==> src/rtl/vga_timing_gen.sv <==
// 640x480@60 raster generator: walks the image memory, re-aligns sync/blanking
// to the memory read latency and registers the VGA output.
module vga_timing_gen #(
  parameter int CLK_DIV = 4,
  parameter int RD_LAT  = 1,
  parameter int H_VIS   = 640,
  parameter int H_FP    = 16,
  parameter int H_SYNC  = 96,
  parameter int H_BP    = 48,
  parameter int V_VIS   = 480,
  parameter int V_FP    = 10,
  parameter int V_SYNC  = 2,
  parameter int V_BP    = 33
) (
  input  logic        clk,
  input  logic        rst,
  output logic [9:0]  im_pixel_x,
  output logic [9:0]  im_pixel_y,
  input  logic [11:0] im_rgb,
  output logic [3:0]  vga_r,
  output logic [3:0]  vga_g,
  output logic [3:0]  vga_b,
  output logic        vga_hsync,
  output logic        vga_vsync,
  output logic        video_on,
  output logic        frame_start
);

  localparam int DW = (CLK_DIV > 1) ? $clog2(CLK_DIV) : 1;
  localparam logic [DW-1:0] DIV_MAX = DW'(CLK_DIV - 1);
  localparam logic [9:0] H_MAX  = 10'(H_VIS + H_FP + H_SYNC + H_BP - 1);
  localparam logic [9:0] V_MAX  = 10'(V_VIS + V_FP + V_SYNC + V_BP - 1);
  localparam logic [9:0] H_VL   = 10'(H_VIS);
  localparam logic [9:0] V_VL   = 10'(V_VIS);
  localparam logic [9:0] HS_BEG = 10'(H_VIS + H_FP);
  localparam logic [9:0] HS_END = 10'(H_VIS + H_FP + H_SYNC);
  localparam logic [9:0] VS_BEG = 10'(V_VIS + V_FP);
  localparam logic [9:0] VS_END = 10'(V_VIS + V_FP + V_SYNC);

  typedef struct packed {
    logic vis;
    logic hs_n;
    logic vs_n;
  } sync_t;

  localparam sync_t SYNC_RST = '{vis: 1'b0, hs_n: 1'b1, vs_n: 1'b1};

  logic [DW-1:0] div_q, div_d;
  logic [9:0]    h_q, h_d, v_q, v_d;
  logic [9:0]    x_q, x_d, y_q, y_d;
  logic          fs_q, fs_d;
  logic          pix_tick;
  sync_t         raw;
  sync_t         pipe_q [RD_LAT:0];
  sync_t         pipe_d [RD_LAT:0];
  sync_t         aligned;
  logic [11:0]   rgb_q;
  logic          hs_q, vs_q, von_q;

  assign pix_tick = (div_q == DIV_MAX);

  always_comb begin
    div_d = div_q + 1'b1;
    h_d   = h_q;
    v_d   = v_q;
    fs_d  = 1'b0;
    if (pix_tick) begin
      div_d = '0;
      if (h_q == H_MAX) begin
        h_d = '0;
        if (v_q == V_MAX) begin
          v_d  = '0;
          fs_d = 1'b1;
        end else begin
          v_d = v_q + 10'd1;
        end
      end else begin
        h_d = h_q + 10'd1;
      end
    end
  end

  // Stage 0 of the sync pipe is registered alongside the address it describes.
  always_comb begin
    raw.vis  = (h_q < H_VL) && (v_q < V_VL);
    raw.hs_n = !((h_q >= HS_BEG) && (h_q < HS_END));
    raw.vs_n = !((v_q >= VS_BEG) && (v_q < VS_END));
    x_d      = raw.vis ? h_q : 10'd0;
    y_d      = raw.vis ? v_q : 10'd0;
    pipe_d[0] = raw;
    for (int i = 1; i <= RD_LAT; i++) pipe_d[i] = pipe_q[i-1];
  end

  assign aligned = pipe_q[RD_LAT];

  always_ff @(posedge clk) begin
    if (rst) begin
      div_q <= '0;
      h_q   <= '0;
      v_q   <= '0;
      x_q   <= '0;
      y_q   <= '0;
      fs_q  <= 1'b0;
      for (int i = 0; i <= RD_LAT; i++) pipe_q[i] <= SYNC_RST;
      rgb_q <= '0;
      hs_q  <= 1'b1;
      vs_q  <= 1'b1;
      von_q <= 1'b0;
    end else begin
      div_q <= div_d;
      h_q   <= h_d;
      v_q   <= v_d;
      x_q   <= x_d;
      y_q   <= y_d;
      fs_q  <= fs_d;
      for (int i = 0; i <= RD_LAT; i++) pipe_q[i] <= pipe_d[i];
      rgb_q <= aligned.vis ? im_rgb : 12'h000;
      hs_q  <= aligned.hs_n;
      vs_q  <= aligned.vs_n;
      von_q <= aligned.vis;
    end
  end

  assign im_pixel_x  = x_q;
  assign im_pixel_y  = y_q;
  assign vga_r       = rgb_q[11:8];
  assign vga_g       = rgb_q[7:4];
  assign vga_b       = rgb_q[3:0];
  assign vga_hsync   = hs_q;
  assign vga_vsync   = vs_q;
  assign video_on    = von_q;
  assign frame_start = fs_q;

endmodule

==> config.mk <==
export PLATFORM = sky130hd
export DESIGN_NAME = vga_timing_gen
export DESIGN_NICKNAME = d
export VERILOG_FILES = /design/src/rtl/vga_timing_gen.sv
export SDC_FILE = /design/constraint.sdc
export NUM_CORES = 1
export LEC_CHECK = 0
export ABC_AREA = 1
export ABC_CLOCK_PERIOD_IN_PS = 1460
export BUFFER_PORTS_ARGS = -buffer_cell sky130_fd_sc_hd__buf_4
export CORE_MARGIN = 2
export CORE_UTILIZATION = 56
export CTS_BUF_LIST = sky130_fd_sc_hd__clkbuf_2
export DETAILED_ROUTE_END_ITERATION = 6
export PLACE_DENSITY = 0.84
export SLEW_MARGIN = 20
export SYNTH_ARGS = -nofsm -noshare
export SYNTH_HDL_FRONTEND = slang
export SYNTH_SLANG_ARGS = --single-unit
==> constraint.sdc <==
create_clock -name clk -period 1.46 [get_ports clk]
set_input_delay 0.365 -clock clk [delete_from_list [all_inputs] [get_ports clk]]
set_output_delay 0.365 -clock clk [all_outputs]
set_load 0.01 [all_outputs]
* Word level (Yosys, flattened, before mapping)
Memory sizes are Yosys's and may differ from the RTL's.
Cells that the tools add are included.
** Word-level totals
- Register bits :: 58
- Bits in writable memories :: 6
- Input port bits :: 14
- Output and inout port bits :: 36
- Memories kept :: 1
** Cells by class
- Add/sub/neg operators :: 3
- Order comparisons :: 6
- Eq/ne operators :: 3
- Mux-type cells :: 8
- Bitwise gates (word level) :: 6
- Reduce and logical (&&, ||, !) cells :: 10
** Memories
- pipe_q :: depth 2, width 3, rd ports 2, clocked after Yosys merged registers in 0, wr ports 2, line 54 : sync_t pipe_q [RD_LAT:0];
** Operator list (number)
- adder 10 x 1 -> 10 bit, second input constant :: 2
- equality test 10 bit, second input constant :: 2
- less-than comparator 10 bit, second input constant :: 2
- less-than comparator 10 x 9 -> 1 bit, second input constant :: 2
- two-way mux 10 bit :: 2
- greater-or-equal comparator 10 bit, second input constant :: 1
- greater-or-equal comparator 10 x 9 -> 1 bit, second input constant :: 1
- two-way mux 3 bit :: 2
- OR reduction 2 bit :: 3
- two-way mux 1 bit :: 4
- inverter 1 bit :: 4
- logical AND 1 bit :: 3
- OR reduction 3 bit :: 1
- adder 2 x 1 -> 2 bit, second input constant :: 1
- equality test 2 bit, second input constant :: 1
- logical NOT 1 bit :: 2
- OR 1 bit :: 2
- AND reduction 2 bit :: 1

* Longest topological paths before layout
- Depth after elaboration :: 4
- Mapped depth :: 9

* Worst setup path after synthesis
No wires, ideal clock.
- Path type :: reg2reg
- Start :: reg h_q[0]
- End :: reg v_q[4]
- Setup time :: 0.128 ns
- Data arrival time :: 1.220 ns
- Data required time :: 1.332 ns
- Slack :: 0.113 ns
- Cell stages (with the launch flop) :: 10
- Clock period less this slack :: 1.347 ns
- Cell sequence :: dfxtp_1 -> ha_1 -> nand2_1 -> nor2_1 -> nand4_2 -> buf_6 -> nand2_1 -> inv_1 -> nor2_1 -> nor2_1
** On the way
- Word-level cells in the longest chain between the ends :: 2
** RTL lines
- start: declaration :: line 49 : logic [9:0] h_q, h_d, v_q, v_d;
- start signal: assignment :: line 99 : h_q <= '0;
- start signal: assignment :: line 111 : h_q <= h_d;
- equality test 10 bit :: line 69 : if (h_q == H_MAX) begin
- AND reduction 2 bit (no source line)
- end signal: assignment :: line 112 : v_q <= v_d;
- end: declaration :: line 49
No other way between the ends.
A chain may end at the register's enable or synchronous reset.

* Worst setup path after layout
- Start :: reg h_q[5]
- End :: reg v_q[9]
Same word-level chain as after synthesis.

==> impl_metrics.env <==
export IMPL_status="finished with violations"
export IMPL_violations="negative setup slack"
export IMPL_fin_ws_ns=-0.0556
export IMPL_drc=0
export IMPL_grt_pass1_wl_um=8360
export IMPL_synth_edf_count=0
export IMPL_whs_ns=0.0450
export IMPL_place_gp_congestion=0.895
export IMPL_yosys_area_share_xor_xnor_pct=2.17
export IMPL_placed_area_um2=2880
export IMPL_io_pins=50
export IMPL_yosysTopAreaCell="dfxtp_1"
export IMPL_synth_top_family_by_area="simple AND/OR/NAND/NOR gates"
export IMPL_synth_area_mux_share_pct=0
export IMPL_async_flop_share_pct=0
export IMPL_finClkSkew_ns=0.0383
export IMPL_netlist_area_um2=2420
export IMPL_drive_gt1_share_pct=29.4
export IMPL_numCtsBuffers=9
export IMPL_synthAdderAreaFrac_pct=2.59
export IMPL_antenna_left=0
export IMPL_cts_tree="built"
export IMPL_crit_arrival_ns=1.98
export IMPL_n_fill_cell=252
export IMPL_path_max_fanout=5
export IMPL_multi_input_area_um2=945
export IMPL_clock_sinks=64
export IMPL_h_tree_depth=3
export IMPL_clock_path_buffers=2
export IMPL_final_area_um2=3280
export IMPL_start_kind="flop"
export IMPL_dp_hpwl_um=3620
export IMPL_firstDrtPassIters=5
export IMPL_peakVddDrop_mv=0.673
export IMPL_grt_start_max_net_pins=19
export IMPL_area_growth_pct=35.6
export IMPL_synth_most_common_cell="nor2_1"
export IMPL_criticalPathCategory="reg2reg"
export IMPL_synth_top_area_share_pct=53.0
export IMPL_synth_seq_area_share_pct=53.0
export IMPL_required_ns=1.92
export IMPL_totalWireLength_um=6470
export IMPL_fmax_ghz=0.660
export IMPL_place_ws_ns=-0.0383
export IMPL_pwr_density_cell_nw_per_um2=994
export IMPL_grt_pass1_vias=1880
export IMPL_synth_compound_area_share_pct=4.24
export IMPL_setup_viol=2
export IMPL_yosysWarningCount=0
export IMPL_core_area_um2=4090
export IMPL_vias_per_cell=5.11
export IMPL_rows=23
export IMPL_syn_area_per_cell_um2=7.85
export IMPL_ys_flop_type="dfxtp_1"
export IMPL_synthTopCellsByCount="65 x nor2_1, 64 x dfxtp_1, 55 x inv_1"
export IMPL_io_buffer_count=49
export IMPL_drv_cap=0
export IMPL_vias=2270
export IMPL_antenna_found_initial=0
export IMPL_die_x_um=69.7
export IMPL_syn_num_nets=327
export IMPL_final_core_util_pct=80.2
export IMPL_p_leak_nw=1.58
export IMPL_clk_latency_ns=0.52
export IMPL_synthSimpleGateAreaFrac_pct=27.4
export IMPL_drv_slew=0
export IMPL_start_util_pct=59.2
export IMPL_total_power_mw=3.26
export IMPL_area_sequential_um2=1300
export IMPL_cts_root_buf="clkbuf_2"
export IMPL_min_path_type="in2reg"
export IMPL_syn_inst=308
export IMPL_synth_area_leaders="dfxtp_1 53%, nor2_1 10%, inv_1 8.5%"
export IMPL_die_area_um2=4860
export IMPL_rsz0062_at_grt="yes"
export IMPL_gr_usage_all_layers_pct=22.2
export IMPL_ys_seq_elements=64
export IMPL_die_h_um=69.7
export IMPL_finalCritPeriodShare_pct=104
export IMPL_min_period_ns=1.52
export IMPL_cp_end_kind="flop"
export IMPL_clk_pin_slew_ns=0.20
export IMPL_n_antenna_cell=0
export IMPL_grt_overflow=0
export IMPL_drt_iter0_drc=179
export IMPL_nets=408
export IMPL_wl_per_cell_um=14.6
export IMPL_hold_viol_final=0
export IMPL_synth_distinct_cells=30
## cell type report
type                       count  area share, %
clock buffer                   9           1.37
clock inverter                 7           3.17
inverter                      57           6.60
multi-input combinational    181           28.8
sequential                    64           39.6
tap                           50           1.91
timing repair buffer          76           18.5
## final timing paths
path	end	cells past startpoint	from	slack [ns]
max	v_q[9]	7	h_q[5]	-0.06
min	rgb_q[0]	3	im_rgb[0]	0.04
max reg2reg	v_q[9]	7	h_q[5]	-0.06
min reg2reg	vga_vsync	1	pipe_q[0][3]	0.43
## state kept, by name, indices dropped and copies added, names as in the netlist
register     cells
div_q            2
frame_start      1
h_q             10
im_pixel_x      10
im_pixel_y      10
pipe_q           6
rgb_q           12
v_q             10
vga_hsync        1
vga_vsync        1
video_on         1
## kinds of logic (layout without fill, tap and decap cells)
family,after synthesis,in the layout
AND/OR/NAND/NOR,151,151
flip-flops,64,64
adder cells (fa/ha/maj),5,5
buffers and inverters,63,149
other,1,1
XOR/XNOR,6,6
AO/OA/AOI/OAI,18,18
## worst max-delay path, stage by stage (launching register included)
cell,delay [ns]
dfxtp_1,0.37
nor2_2,0.29
nand3_1,0.14
nor2_1,0.25
nand3_1,0.18
nand2_1,0.12
nand2_1,0.05
nor2_1,0.07
## report_power, final
group	internal, mW	total [mW]	switching (mW)
clock network	0.588	1.30	0.713
registers	1.77	1.78	0.0112
logic	0.0860	0.173	0.0867
total	2.45	3.26	0.811
## timing repair
| item | CTS | global route |
|---|---|---|
| cloned | 0 | 1 |
| hold buffers | 0 | 10 |
| buffers inserted | 0 | 7 |
| pin swaps | 0 | 6 |
| endpoints found under the hold margin | 0 | 10 |
| resized for setup | 4 | 27 |
| setup endpoints to repair | 5 | 15 |
## metal layers
metal	track usage (%)	routed length (um)
met1	26.9	2340
met3	6.25	401
met5	0	0
met4	14.1	331
met2	34.6	3390
## layout by cell type, fill, tap and decap left out, drive strengths merged, types with 5 or more instances in the layout
cell	count
dfxtp	64
xor2	6
inv	59
nor2	69
dlygate4sd3	10
ha	5
nand2	53
buf	66
o21ai	7
nand3	9
a21oi	8
clkbuf	9
nand4	10
## through the flow
| step | setup TNS, ns | std cells |
|---|---|---|
| 2_1_floorplan | 0 | 308 |
| 3_3_place_gp | 0 | 410 |
| 3_5_place_dp | -0.0383 | 410 |
| 4_1_cts | 0 | 426 |
| 5_1_grt | -0.369 | 444 |
| 6_report | -0.0584 | 444 |
Note: power is estimated with default switching activity, not from simulation.
